`config.mk`:
```
export PLATFORM = sky130hd
export DESIGN_NAME = binary_morphology_flat
export DESIGN_NICKNAME = d
export VERILOG_FILES = /design/src/rtl/binary_morphology_pkg.sv /design/src/rtl/binary_morphology_if.sv /design/src/rtl/binary_morphology_line_buffer_n.sv /design/src/rtl/binary_morphology.sv /design/src/flat_wrapper.sv
export SDC_FILE = /design/constraint.sdc
export NUM_CORES = 1
export LEC_CHECK = 0
export CORE_MARGIN = 2
export CORE_UTILIZATION = 57
export CTS_BUF_LIST = sky130_fd_sc_hd__clkbuf_16
export DETAILED_ROUTE_END_ITERATION = 7
export PLACE_DENSITY = 0.8
export SLEW_MARGIN = 0
export SYNTH_ARGS = -nofsm -noshare
export SYNTH_HDL_FRONTEND = slang
export SYNTH_SLANG_ARGS = --single-unit
```
`constraint.sdc`:
```
create_clock -name clk -period 3 [get_ports clk]
set_input_delay 0.6 -clock clk [delete_from_list [all_inputs] [get_ports clk]]
set_output_delay 0.6 -clock clk [all_outputs]
set_load 0.005 [all_outputs]
```
`src/rtl/binary_morphology_pkg.sv`:
```
// -----------------------------------------------------------------------------
// binary_morphology_pkg
//   Shared definitions for the binary morphology engine: operation select
//   encodings, FSM state encoding and the flush-length helper.
// -----------------------------------------------------------------------------
package binary_morphology_pkg;

    localparam logic MODE_ERODE  = 1'b0;
    localparam logic MODE_DILATE = 1'b1;

    typedef enum logic [1:0] {
        ST_IDLE  = 2'd0,
        ST_RUN   = 2'd1,
        ST_FLUSH = 2'd2
    } state_t;

    // Number of extra window advances needed after the last input pixel so
    // that the kernel centre reaches the final pixel of the frame: R*W + R.
    function automatic int flush_len(input int kernel_size, input int img_width);
        return ((kernel_size - 1) / 2) * img_width + (kernel_size - 1) / 2;
    endfunction

endpackage

```
`src/rtl/binary_morphology_if.sv`:
```
// -----------------------------------------------------------------------------
// binary_morphology_if
//   Pixel stream bundle for the morphology engine.
//   Handshake: an input beat transfers on a clock edge where pixel_in_valid and
//   pixel_in_ready are both high; pixel_in must be held stable while valid is
//   high and ready is low. The output side has no backpressure: pixel_out is
//   meaningful for exactly the cycles where pixel_out_valid is high, and
//   frame_done pulses together with the last pixel of a frame.
//   master : upstream/testbench side      slave : engine side
// -----------------------------------------------------------------------------
interface binary_morphology_if #(
    parameter int DATA_WIDTH = 8
);
    logic [DATA_WIDTH-1:0] pixel_in;
    logic                  pixel_in_valid;
    logic                  pixel_in_ready;
    logic [DATA_WIDTH-1:0] pixel_out;
    logic                  pixel_out_valid;
    logic                  frame_done;

    modport master (
        output pixel_in, pixel_in_valid,
        input  pixel_in_ready, pixel_out, pixel_out_valid, frame_done
    );

    modport slave (
        input  pixel_in, pixel_in_valid,
        output pixel_in_ready, pixel_out, pixel_out_valid, frame_done
    );
endinterface

```
`src/rtl/binary_morphology_line_buffer_n.sv`:
```
// -----------------------------------------------------------------------------
// binary_morphology_line_buffer_n
//   Chain of TAPS line delays, each LINE_WORDS deep, sharing one circular
//   pointer. dout[0] is din delayed by one line, dout[t] by t+1 lines.
//   Reads are asynchronous so the taps are usable on the same edge that
//   writes the new word (distributed RAM / SRL style storage).
//   Ports: clk, rst (async, clears the pointer only), en (advance one word),
//          din, dout[TAPS].
// -----------------------------------------------------------------------------
module binary_morphology_line_buffer_n #(
    parameter int WIDTH      = 1,
    parameter int LINE_WORDS = 10,
    parameter int TAPS       = 2
) (
    input  logic             clk,
    input  logic             rst,
    input  logic             en,
    input  logic [WIDTH-1:0] din,
    output logic [WIDTH-1:0] dout [TAPS]
);
    localparam int PW = (LINE_WORDS > 1) ? $clog2(LINE_WORDS) : 1;

    logic [WIDTH-1:0] mem [TAPS][LINE_WORDS];
    logic [PW-1:0]    ptr;

    always_ff @(posedge clk or posedge rst) begin
        if (rst) begin
            ptr <= '0;
        end else if (en) begin
            ptr <= (ptr == PW'(LINE_WORDS - 1)) ? '0 : ptr + 1'b1;
        end
    end

    // Storage is left unreset; stale words only ever reach border pixels.
    always_ff @(posedge clk) begin
        if (en) begin
            mem[0][ptr] <= din;
            for (int t = 1; t < TAPS; t++) begin
                mem[t][ptr] <= mem[t-1][ptr];
            end
        end
    end

    always_comb begin
        for (int t = 0; t < TAPS; t++) begin
            dout[t] = mem[t][ptr];
        end
    end

endmodule

```
`src/rtl/binary_morphology.sv`:
```
// -----------------------------------------------------------------------------
// binary_morphology
//   Streaming KxK binary erosion/dilation with programmable binarisation
//   threshold and a built-in end-of-frame flush, so each frame of
//   IMG_WIDTH*IMG_HEIGHT input pixels yields exactly as many output pixels.
//   Ports:
//     clk, rst       clock, asynchronous active-high reset
//     mode           0 = erode, 1 = dilate (latched on a frame's first accept)
//     threshold      bit = pixel_in >= threshold (latched with mode)
//     bus            pixel stream (slave side of binary_morphology_if)
//     state_dbg      current FSM state
//   Pipeline: advance (window) -> reduce/border (s2) -> output register, so an
//   output appears 3 cycles after the advance that completed its window.
// -----------------------------------------------------------------------------
module binary_morphology
    import binary_morphology_pkg::*;
#(
    parameter int DATA_WIDTH   = 8,
    parameter int IMG_WIDTH    = 10,
    parameter int IMG_HEIGHT   = 4,
    parameter int KERNEL_SIZE  = 3,
    parameter int BORDER_VALUE = 0
) (
    input  logic                  clk,
    input  logic                  rst,
    input  logic                  mode,
    input  logic [DATA_WIDTH-1:0] threshold,
    binary_morphology_if.slave    bus,
    output state_t                state_dbg
);
    localparam int   K          = KERNEL_SIZE;
    localparam int   R          = (K - 1) / 2;
    localparam int   FLUSH_LEN  = flush_len(K, IMG_WIDTH);
    localparam int   XW         = (IMG_WIDTH > 1) ? $clog2(IMG_WIDTH) : 1;
    localparam int   YW         = (IMG_HEIGHT > 1) ? $clog2(IMG_HEIGHT) : 1;
    localparam int   FW         = $clog2(FLUSH_LEN + 1);
    localparam logic BORDER_BIT = (BORDER_VALUE != 0);

    state_t                state, state_nxt;
    logic [XW-1:0]         in_x, out_x, s1_x;
    logic [YW-1:0]         in_y, out_y, s1_y;
    logic [FW-1:0]         flush_cnt, fill_cnt;
    logic                  mode_q;
    logic [DATA_WIDTH-1:0] thr_q, thr_eff;
    logic                  accept, strobe, advance, emit, last_in;
    logic                  in_bit;
    logic [0:0]            lb_dout [K-1];
    logic [K-1:0]          col;
    logic [K-1:0]          win [K];
    logic                  all_ones, any_one, border1;
    logic                  s1_valid, s2_valid, s2_bit, s2_last;

    // ---------------- control ----------------
    assign bus.pixel_in_ready = (state != ST_FLUSH);
    assign accept    = bus.pixel_in_valid && bus.pixel_in_ready;
    assign strobe    = (state == ST_FLUSH);
    assign advance   = accept || strobe;
    assign emit      = advance && (fill_cnt == FW'(FLUSH_LEN));
    assign last_in   = (in_x == XW'(IMG_WIDTH - 1)) && (in_y == YW'(IMG_HEIGHT - 1));
    assign state_dbg = state;

    // The first beat of a frame uses the live threshold since it is the beat
    // that latches it.
    assign thr_eff = (state == ST_IDLE) ? threshold : thr_q;
    assign in_bit  = strobe ? 1'b0 : (bus.pixel_in >= thr_eff);

    always_comb begin
        state_nxt = state;
        case (state)
            ST_IDLE:  if (accept) state_nxt = ST_RUN;
            ST_RUN:   if (accept && last_in) state_nxt = ST_FLUSH;
            ST_FLUSH: if (flush_cnt == FW'(FLUSH_LEN - 1)) state_nxt = ST_IDLE;
            default:  state_nxt = ST_IDLE;
        endcase
    end

    always_ff @(posedge clk or posedge rst) begin
        if (rst) begin
            state     <= ST_IDLE;
            in_x      <= '0;
            in_y      <= '0;
            flush_cnt <= '0;
            fill_cnt  <= '0;
            mode_q    <= MODE_ERODE;
            thr_q     <= '0;
        end else begin
            state <= state_nxt;
            if (accept) begin
                if (in_x == XW'(IMG_WIDTH - 1)) begin
                    in_x <= '0;
                    in_y <= (in_y == YW'(IMG_HEIGHT - 1)) ? '0 : in_y + 1'b1;
                end else begin
                    in_x <= in_x + 1'b1;
                end
            end
            if (accept && state == ST_IDLE) begin
                mode_q <= mode;
                thr_q  <= threshold;
            end
            flush_cnt <= (state == ST_FLUSH) ? flush_cnt + 1'b1 : '0;
            // fill_cnt saturates at FLUSH_LEN once the window has primed and
            // is rearmed when the flush completes.
            if (state == ST_FLUSH && state_nxt == ST_IDLE) begin
                fill_cnt <= '0;
            end else if (advance && fill_cnt != FW'(FLUSH_LEN)) begin
                fill_cnt <= fill_cnt + 1'b1;
            end
        end
    end

    // ---------------- window ----------------
    binary_morphology_line_buffer_n #(
        .WIDTH      (1),
        .LINE_WORDS (IMG_WIDTH),
        .TAPS       (K - 1)
    ) u_lines (
        .clk  (clk),
        .rst  (rst),
        .en   (advance),
        .din  (in_bit),
        .dout (lb_dout)
    );

    // Row K-1 is the current line, row K-2-t comes from line tap t.
    always_comb begin
        col        = '0;
        col[K-1]   = in_bit;
        for (int t = 0; t < K - 1; t++) begin
            col[K-2-t] = lb_dout[t][0];
        end
    end

    always_ff @(posedge clk or posedge rst) begin
        if (rst) begin
            for (int r = 0; r < K; r++) begin
                win[r] <= '0;
            end
            s1_valid <= 1'b0;
            s1_x     <= '0;
            s1_y     <= '0;
            out_x    <= '0;
            out_y    <= '0;
        end else begin
            if (advance) begin
                for (int r = 0; r < K; r++) begin
                    win[r] <= {win[r][K-2:0], col[r]};
                end
            end
            s1_valid <= emit;
            if (emit) begin
                s1_x <= out_x;
                s1_y <= out_y;
                if (out_x == XW'(IMG_WIDTH - 1)) begin
                    out_x <= '0;
                    out_y <= (out_y == YW'(IMG_HEIGHT - 1)) ? '0 : out_y + 1'b1;
                end else begin
                    out_x <= out_x + 1'b1;
                end
            end
        end
    end

    // ---------------- reduce, mask, output ----------------
    always_comb begin
        all_ones = 1'b1;
        any_one  = 1'b0;
        for (int r = 0; r < K; r++) begin
            all_ones = all_ones & (&win[r]);
            any_one  = any_one | (|win[r]);
        end
    end

    // Windows at the frame edge straddle line wrap or stale data; masking
    // them here keeps the interior result independent of that content.
    assign border1 = (int'(s1_x) < R) || (int'(s1_x) >= IMG_WIDTH - R) ||
                     (int'(s1_y) < R) || (int'(s1_y) >= IMG_HEIGHT - R);

    always_ff @(posedge clk or posedge rst) begin
        if (rst) begin
            s2_valid            <= 1'b0;
            s2_bit              <= 1'b0;
            s2_last             <= 1'b0;
            bus.pixel_out       <= '0;
            bus.pixel_out_valid <= 1'b0;
            bus.frame_done      <= 1'b0;
        end else begin
            s2_valid <= s1_valid;
            s2_bit   <= border1 ? BORDER_BIT :
                        (mode_q == MODE_DILATE) ? any_one : all_ones;
            s2_last  <= s1_valid && (s1_x == XW'(IMG_WIDTH - 1)) &&
                        (s1_y == YW'(IMG_HEIGHT - 1));
            bus.pixel_out       <= (s2_valid && s2_bit) ? '1 : '0;
            bus.pixel_out_valid <= s2_valid;
            bus.frame_done      <= s2_valid && s2_last;
        end
    end

endmodule

```
`src/flat_wrapper.sv`:
```
// flat-port wrapper written by rule: the top's interface ports become plain ports
module binary_morphology_flat import binary_morphology_pkg::*;
#(
    parameter int DATA_WIDTH   = 8,
    parameter int IMG_WIDTH    = 10,
    parameter int IMG_HEIGHT   = 4,
    parameter int KERNEL_SIZE  = 3,
    parameter int BORDER_VALUE = 0
)
  (clk, rst, mode, threshold, state_dbg, bus_pixel_in, bus_pixel_in_valid, bus_pixel_in_ready, bus_pixel_out, bus_pixel_out_valid, bus_frame_done);
  binary_morphology_if #(.DATA_WIDTH(DATA_WIDTH)) bus_i ();
  input  logic clk;
  input  logic rst;
  input  logic mode;
  input  logic [DATA_WIDTH-1:0] threshold;
  output state_t state_dbg;
  input wire logic [$bits(bus_i.pixel_in)-1:0] bus_pixel_in;
  input wire logic [$bits(bus_i.pixel_in_valid)-1:0] bus_pixel_in_valid;
  output wire logic [$bits(bus_i.pixel_in_ready)-1:0] bus_pixel_in_ready;
  output wire logic [$bits(bus_i.pixel_out)-1:0] bus_pixel_out;
  output wire logic [$bits(bus_i.pixel_out_valid)-1:0] bus_pixel_out_valid;
  output wire logic [$bits(bus_i.frame_done)-1:0] bus_frame_done;
  assign bus_i.pixel_in = bus_pixel_in;
  assign bus_i.pixel_in_valid = bus_pixel_in_valid;
  assign bus_pixel_in_ready = bus_i.pixel_in_ready;
  assign bus_pixel_out = bus_i.pixel_out;
  assign bus_pixel_out_valid = bus_i.pixel_out_valid;
  assign bus_frame_done = bus_i.frame_done;
  binary_morphology #(.DATA_WIDTH(DATA_WIDTH), .IMG_WIDTH(IMG_WIDTH), .IMG_HEIGHT(IMG_HEIGHT), .KERNEL_SIZE(KERNEL_SIZE), .BORDER_VALUE(BORDER_VALUE)) u_core (.clk(clk), .rst(rst), .mode(mode), .threshold(threshold), .bus(bus_i), .state_dbg(state_dbg));
endmodule
```
# Word level (Yosys, flattened, before mapping)
# Memories as Yosys holds them, arrays and structs flattened.
# Index checks and enable logic that the tools add are counted.
# totals
reg_bits,64
latchBits,0
ramBits,20
romBits,0
in_bits,20
out_inout_bits,13
word_cells,109
mem_count,1
# op_classes
addsub,7
mul,0
n_div,0
order_cmp,7
n_eq_ne,13
shift,0
mux,27
bitwise_logic,5
n_reduce_logical,27
# mem_list
name,words,word_bits,rd,rd_ports_with_merged_regs,wr,line_no,source
u_core.u_lines.mem,2,10,2,0,2,binary_morphology_line_buffer_n.sv:23,logic [WIDTH-1:0] mem [TAPS][LINE_WORDS];
# ops
operator,n
"4-bit equality test, second input constant",6
4-bit two-way mux,6
"4-bit by 1-bit adder with 4-bit output, second input constant",5
8-bit two-way mux,2
1-bit logical AND,12
10-bit two-way mux,1
2-bit two-way mux,5
1-bit two-way mux,9
3-bit AND reduction,3
3-bit OR reduction,3
1-bit binary-select mux with 4-bit select,2
"2-bit equality test, second input constant",4
8-bit greater-or-equal comparator,1
2-bit one-hot mux with 3 select lines,1
"5-bit greater-or-equal comparator, second input constant",1
"5-bit by 1-bit less-than comparator with 1-bit output, second input constant",1
4-bit inverter with 5-bit output,1
"2-bit by 1-bit adder with 2-bit output, second input constant",2
1-bit demux with 4-bit select,1
"4-bit greater-or-equal comparator, second input constant",1
2-bit logical NOT,2
1-bit logical OR,4
"4-bit by 1-bit less-than comparator with 1-bit output, second input constant",1
"4-bit != test, second input constant",1
other kinds (8),11

# Depth between registers and ports, before layout
# depth
depth_word,8
ltp_mapped,7
ltp_nobuf,7

# Cells and area by module
# From an unflattened synthesis, not the netlist that was laid out.
# unflattened
cells_unflattened,294
area_unflattened_um2,3631.0
# modules_own_cells
module,instances,cells_per_inst,area_each_um2,seq_area_each_um2
binary_morphology,1,215,2553.7,1326.3
binary_morphology_line_buffer_n,1,79,1077.3,700.7

# Worst setup path before layout
# Ideal clock, no wire load.
# synth_path
path_type,reg-to-reg
startpoint,"register u_core.state[1], in the netlist u_core.state_dbg[1]"
endpoint,"memory u_core.u_lines.mem[0][0] (netlist bit), data pin"
setup_ns,0.225
t_arrival_ns,2.077
required_ns,2.775
setup_slack_ns,0.698
stages_incl_launch_ff,8
n_path_buf,0
synth_period_minus_slack_ns,2.302
cell_sequence,dfrtp_1 > nor2_4 > mux2_2 > ha_1 > nand2b_1 > a31oi_1 > o311a_1 > nor2_1
# synth_rtl
element,line_no,source
from (decl),binary_morphology.sv:39,"state_t state, state_nxt;"
from (signal assigned),binary_morphology.sv:87,state <= state_nxt;
to (decl),binary_morphology_line_buffer_n.sv:23,

# Final worst setup path
# layout_path
startpoint,"register u_core.state[1], in the netlist u_core.state_dbg[1]"
endpoint,output port bus_pixel_in_ready
# layout_between
elab_chain_len,1
# layout_lines
element,line_no,source
2-bit != test,binary_morphology.sv:54,assign bus.pixel_in_ready = (state != ST_FLUSH);
to (decl),flat_wrapper.sv:19,output wire logic [$bits(bus_i.pixel_in_ready)-1:0] bus_pixel_in_ready;
# No other way between the ends.

==> impl_metrics.csv <==
group,metric,value,unit
clocking,cts_resized,0,
critical_path,cp_cell_sequence,"nor2b_1, buf_4, inv_2, clkdlybuf4s50_1",
routing,drc,0,
sta,rsz0062_at_grt,"no",
finish,n_antenna_cell,0,
grt,grt_max_degree,39,
floorplan,die_h,83.8,um
floorplan,start_util,0.582,
grt,antenna_found_initial,0,
logic_synthesis,synthDistinctLibCells,57,
pwr,swShare,0.318,
sta,skew,0.00453,ns
logic_synthesis,synthTopCellsByArea,"dfrtp_1, edfxtp_1, mux2_1, ha_1, nand2_1",
pwr,p_per_area,900,nW/um2
sta,max_freq,418,MHz
sta,tns,0,ns
sta,setup_viol,0,
logic_synthesis,syn_nets,331,
floorplan,fp.dieW,83.8,um
critical_path,critPathKind,"flop to output port",
placed_design,placed_cell_area,4000,um2
sta,relSlewSlack,0.508,
placed_design,numPortBuffers,32,
finish,multi_input_area,1460,um2
sta,finalCritPeriodShare,0.797,
logic_synthesis,yosys_warnings,0,
pwr,ir_drop,509,uV
logic_synthesis,syn_inst,298,
critical_path,crit_path_top_delay_cell,"clkdlybuf4s50_1",
hold_path,hp-class,"flop to flop",
logic_synthesis,synth_top_area_frac,0.393,
outcome,status,"finished clean",
finish,nets,364,
critical_path,cp-start-kind,"flop",
routing,drt-wirelength-per-cell,15.6,um
pwr,pwr-share-clk,0.270,
logic_synthesis,synth.avg_cell_area,12.2,um2
critical_path,cp.arrival,1.79,ns
logic_synthesis,synth_seq_cells,77,
floorplan,core_area,6240,um2
pwr,pwr-share-seq,0.455,
routing,vias,2302,
clocking,clk_transition_reported_paths,0.05,ns
clocking,cts.path.max_buffers,2,
critical_path,crit_required,2.40,ns
critical_path,path_max_fanout,11,
finish,fin_cells,413,
routing,vias_per_cell,5.57,
logic_synthesis,ys.flop_type,"dfrtp_1",
finish,final_area,4290,um2
logic_synthesis,syn_area,3630,um2
finish,area_growth,18.2,%
clocking,cts_root_buf,"clkbuf_16",
routing,ant_nets,0,
logic_synthesis,synth_top_area_cell,"dfrtp_1",
clocking,cts_max_level,3,
clocking,cts_inserted_buffers,9,
grt,grt.overflow.total,0,
logic_synthesis,synth_edf_count,20,
logic_synthesis,yosysMostFrequentCell,"dfrtp_1",
routing,first_iter_violations,89,
clocking,cts_tree,"built",
sta,hold_viol_final,0,
clocking,cts_hold_buffers,0,
clocking,clock-sinks,77,
clocking,postCtsSetupRepairBufs,0,
floorplan,die_area,7030,um2
routing,drt_first_pass_iters,4,
grt,grt_first_pass_wirelength,11.2,mm
logic_synthesis,yosysSeqAreaShare,0.558,
pwr,power_switching,1230,uW
critical_path,end_kind,"output port",
routing,wirelength,6.43,mm
finish,nFillCells,451,
logic_synthesis,synth_common_cells,"dfrtp_1, nand2_1, nor2_1, edfxtp_1, mux2_1",
pwr,p_leak,0.00185,uW
floorplan,top_level_ports,33,
pwr,p_comb_frac,0.275,
critical_path,crit_family,"buffers and inverters",
sta,worst_pin_slew,0.738,ns
floorplan,core.rowCount,29,
finish,drive_gt1_frac,0.110,
placed_design,place_inst,397,
critical_path,cpPeakStageDelay,0.54,ns
critical_path,worst-path-buf-inv,3,
placed_design,routabilityCongestion,0.756,
grt,grt_pass1_vias,2424,
placed_design,place_hpwl,4.54,mm
pwr,p_int,2630,uW
logic_synthesis,synthArstFlopShare,0.740,
clocking,clk_latency,0.33,ns
grt,grtUsageTotal,0.206,
job,cap_violations,0,
finish,ff_latch_area,2030,um2
sta,maxSlewViolCount,0,
sta,period_minus_slack,2.39,ns
worst reg2reg max path, cell delays in order (launching register included):
cell and delay [ns]:
dfrtp_1 0.42, nor2_4 0.32, mux2_2 0.39, ha_1 0.27, nand2b_1 0.15, a31oi_1 0.16, o311a_1 0.20, nor2_1 0.05
buf_4 0.17
layer usage:
layer,vias to the layer above,part of all wire,global-route usage
li1,1124,-,-
met1,1123,0.44,0.255
met2,42,0.50,0.345
met3,13,0.036,0.0415
met4,0,0.022,0.103
met5,-,0,0
cells by family after synthesis:
logic type | count (synthesis) | share of synthesized area
xor+xnor | 11 | 0.0265
mux | 33 | 0.107
compound gates | 39 | 0.0816
flops | 77 | 0.558
fa+ha+maj | 13 | 0.0448
buf+inv | 26 | 0.0410
simple gates | 99 | 0.141
power by group through the flow:
stage / sequential (uW) / clock [uW] / combinational (uW)
5_1_grt: 1810 / 1110 / 1190
3_5_place_dp: 1780 / 0 / 1070
6_report: 1760 / 1040 / 1060
2_1_floorplan: 1650 / 0 / 887
3_3_place_gp: 1760 / 0 / 1000
4_1_cts: 1760 / 1070 / 1070
registers in the layout, indices dropped and copies added (netlist names), 4 cells and up:
| name | cells |
|---|---|
| u_core.fill_cnt | 4 |
| u_core.flush_cnt | 4 |
| u_core.in_x | 4 |
| u_core.out_x | 4 |
| u_core.s1_x | 4 |
| u_core.thr_q | 8 |
| u_core.u_lines.mem | 20 |
| u_core.u_lines.ptr | 4 |
| u_core.win | 9 |
area by class of cell:
type                       instances  area share
tap                               77      0.0224
inverter                          10     0.00875
clock buffer                      11      0.0641
sequential                        77       0.472
timing repair buffer              38      0.0880
multi-input combinational        195       0.339
clock inverter                     5     0.00496
layout by cell type, fill, tap and decap left out, types with 2 or more instances in the layout:
| cell type | count |
|---|---|
| a21o_1 | 5 |
| a21oi_1 | 6 |
| and2_1 | 3 |
| buf_4 | 5 |
| clkbuf_16 | 11 |
| clkdlybuf4s50_1 | 32 |
| clkinv_1 | 2 |
| clkinv_2 | 2 |
| dfrtp_1 | 57 |
| edfxtp_1 | 20 |
| ha_1 | 13 |
| inv_1 | 9 |
| inv_2 | 2 |
| mux2_1 | 16 |
| mux2_2 | 4 |
| mux2i_1 | 10 |
| nand2_1 | 30 |
| nand2b_1 | 7 |
| nand3_1 | 4 |
| nand4_1 | 3 |
| nor2_1 | 23 |
| nor2b_1 | 4 |
| nor3_1 | 7 |
| nor4_1 | 4 |
| o21ai_0 | 3 |
| o21ai_1 | 7 |
| o21bai_1 | 3 |
| o31ai_1 | 2 |
| or3_1 | 3 |
| xnor2_1 | 7 |
| xor2_1 | 4 |
stage by stage:
step	setup WS, ns	total power [uW]	hold slack, ns	utilization
after floorplan	0.698	2530	0.354	-
after global placement	0.479	2760	0.363	0.640
after detailed placement	0.452	2840	0.372	0.640
after CTS	0.599	3900	0.392	0.688
after global routing	0.501	4110	0.410	0.688
final	0.610	3860	0.387	0.688
worst paths after layout:
check | slack [ns] | to | cells past startpoint | startpoint
min in group asynchronous | 0.60 | u_core.in_x[3]$_DFFE_PP0P_ | 2 | rst
max | 0.61 | bus_pixel_in_ready | 4 | u_core.state_dbg[1]$_DFF_PP0_
min reg2reg | 0.39 | u_core.s2_valid$_DFF_PP0_ | 0 | u_core.s1_valid$_DFF_PP0_
max reg2reg | 0.64 | u_core.u_lines.mem[0][4]$_DFFE_PP_ | 8 | u_core.state_dbg[1]$_DFF_PP0_
max in group asynchronous | 1.85 | u_core.s2_last$_DFF_PP0_ | 3 | rst
min | 0.39 | u_core.s2_valid$_DFF_PP0_ | 0 | u_core.s1_valid$_DFF_PP0_
No activity file was read; power rests on OpenSTA's default activity.
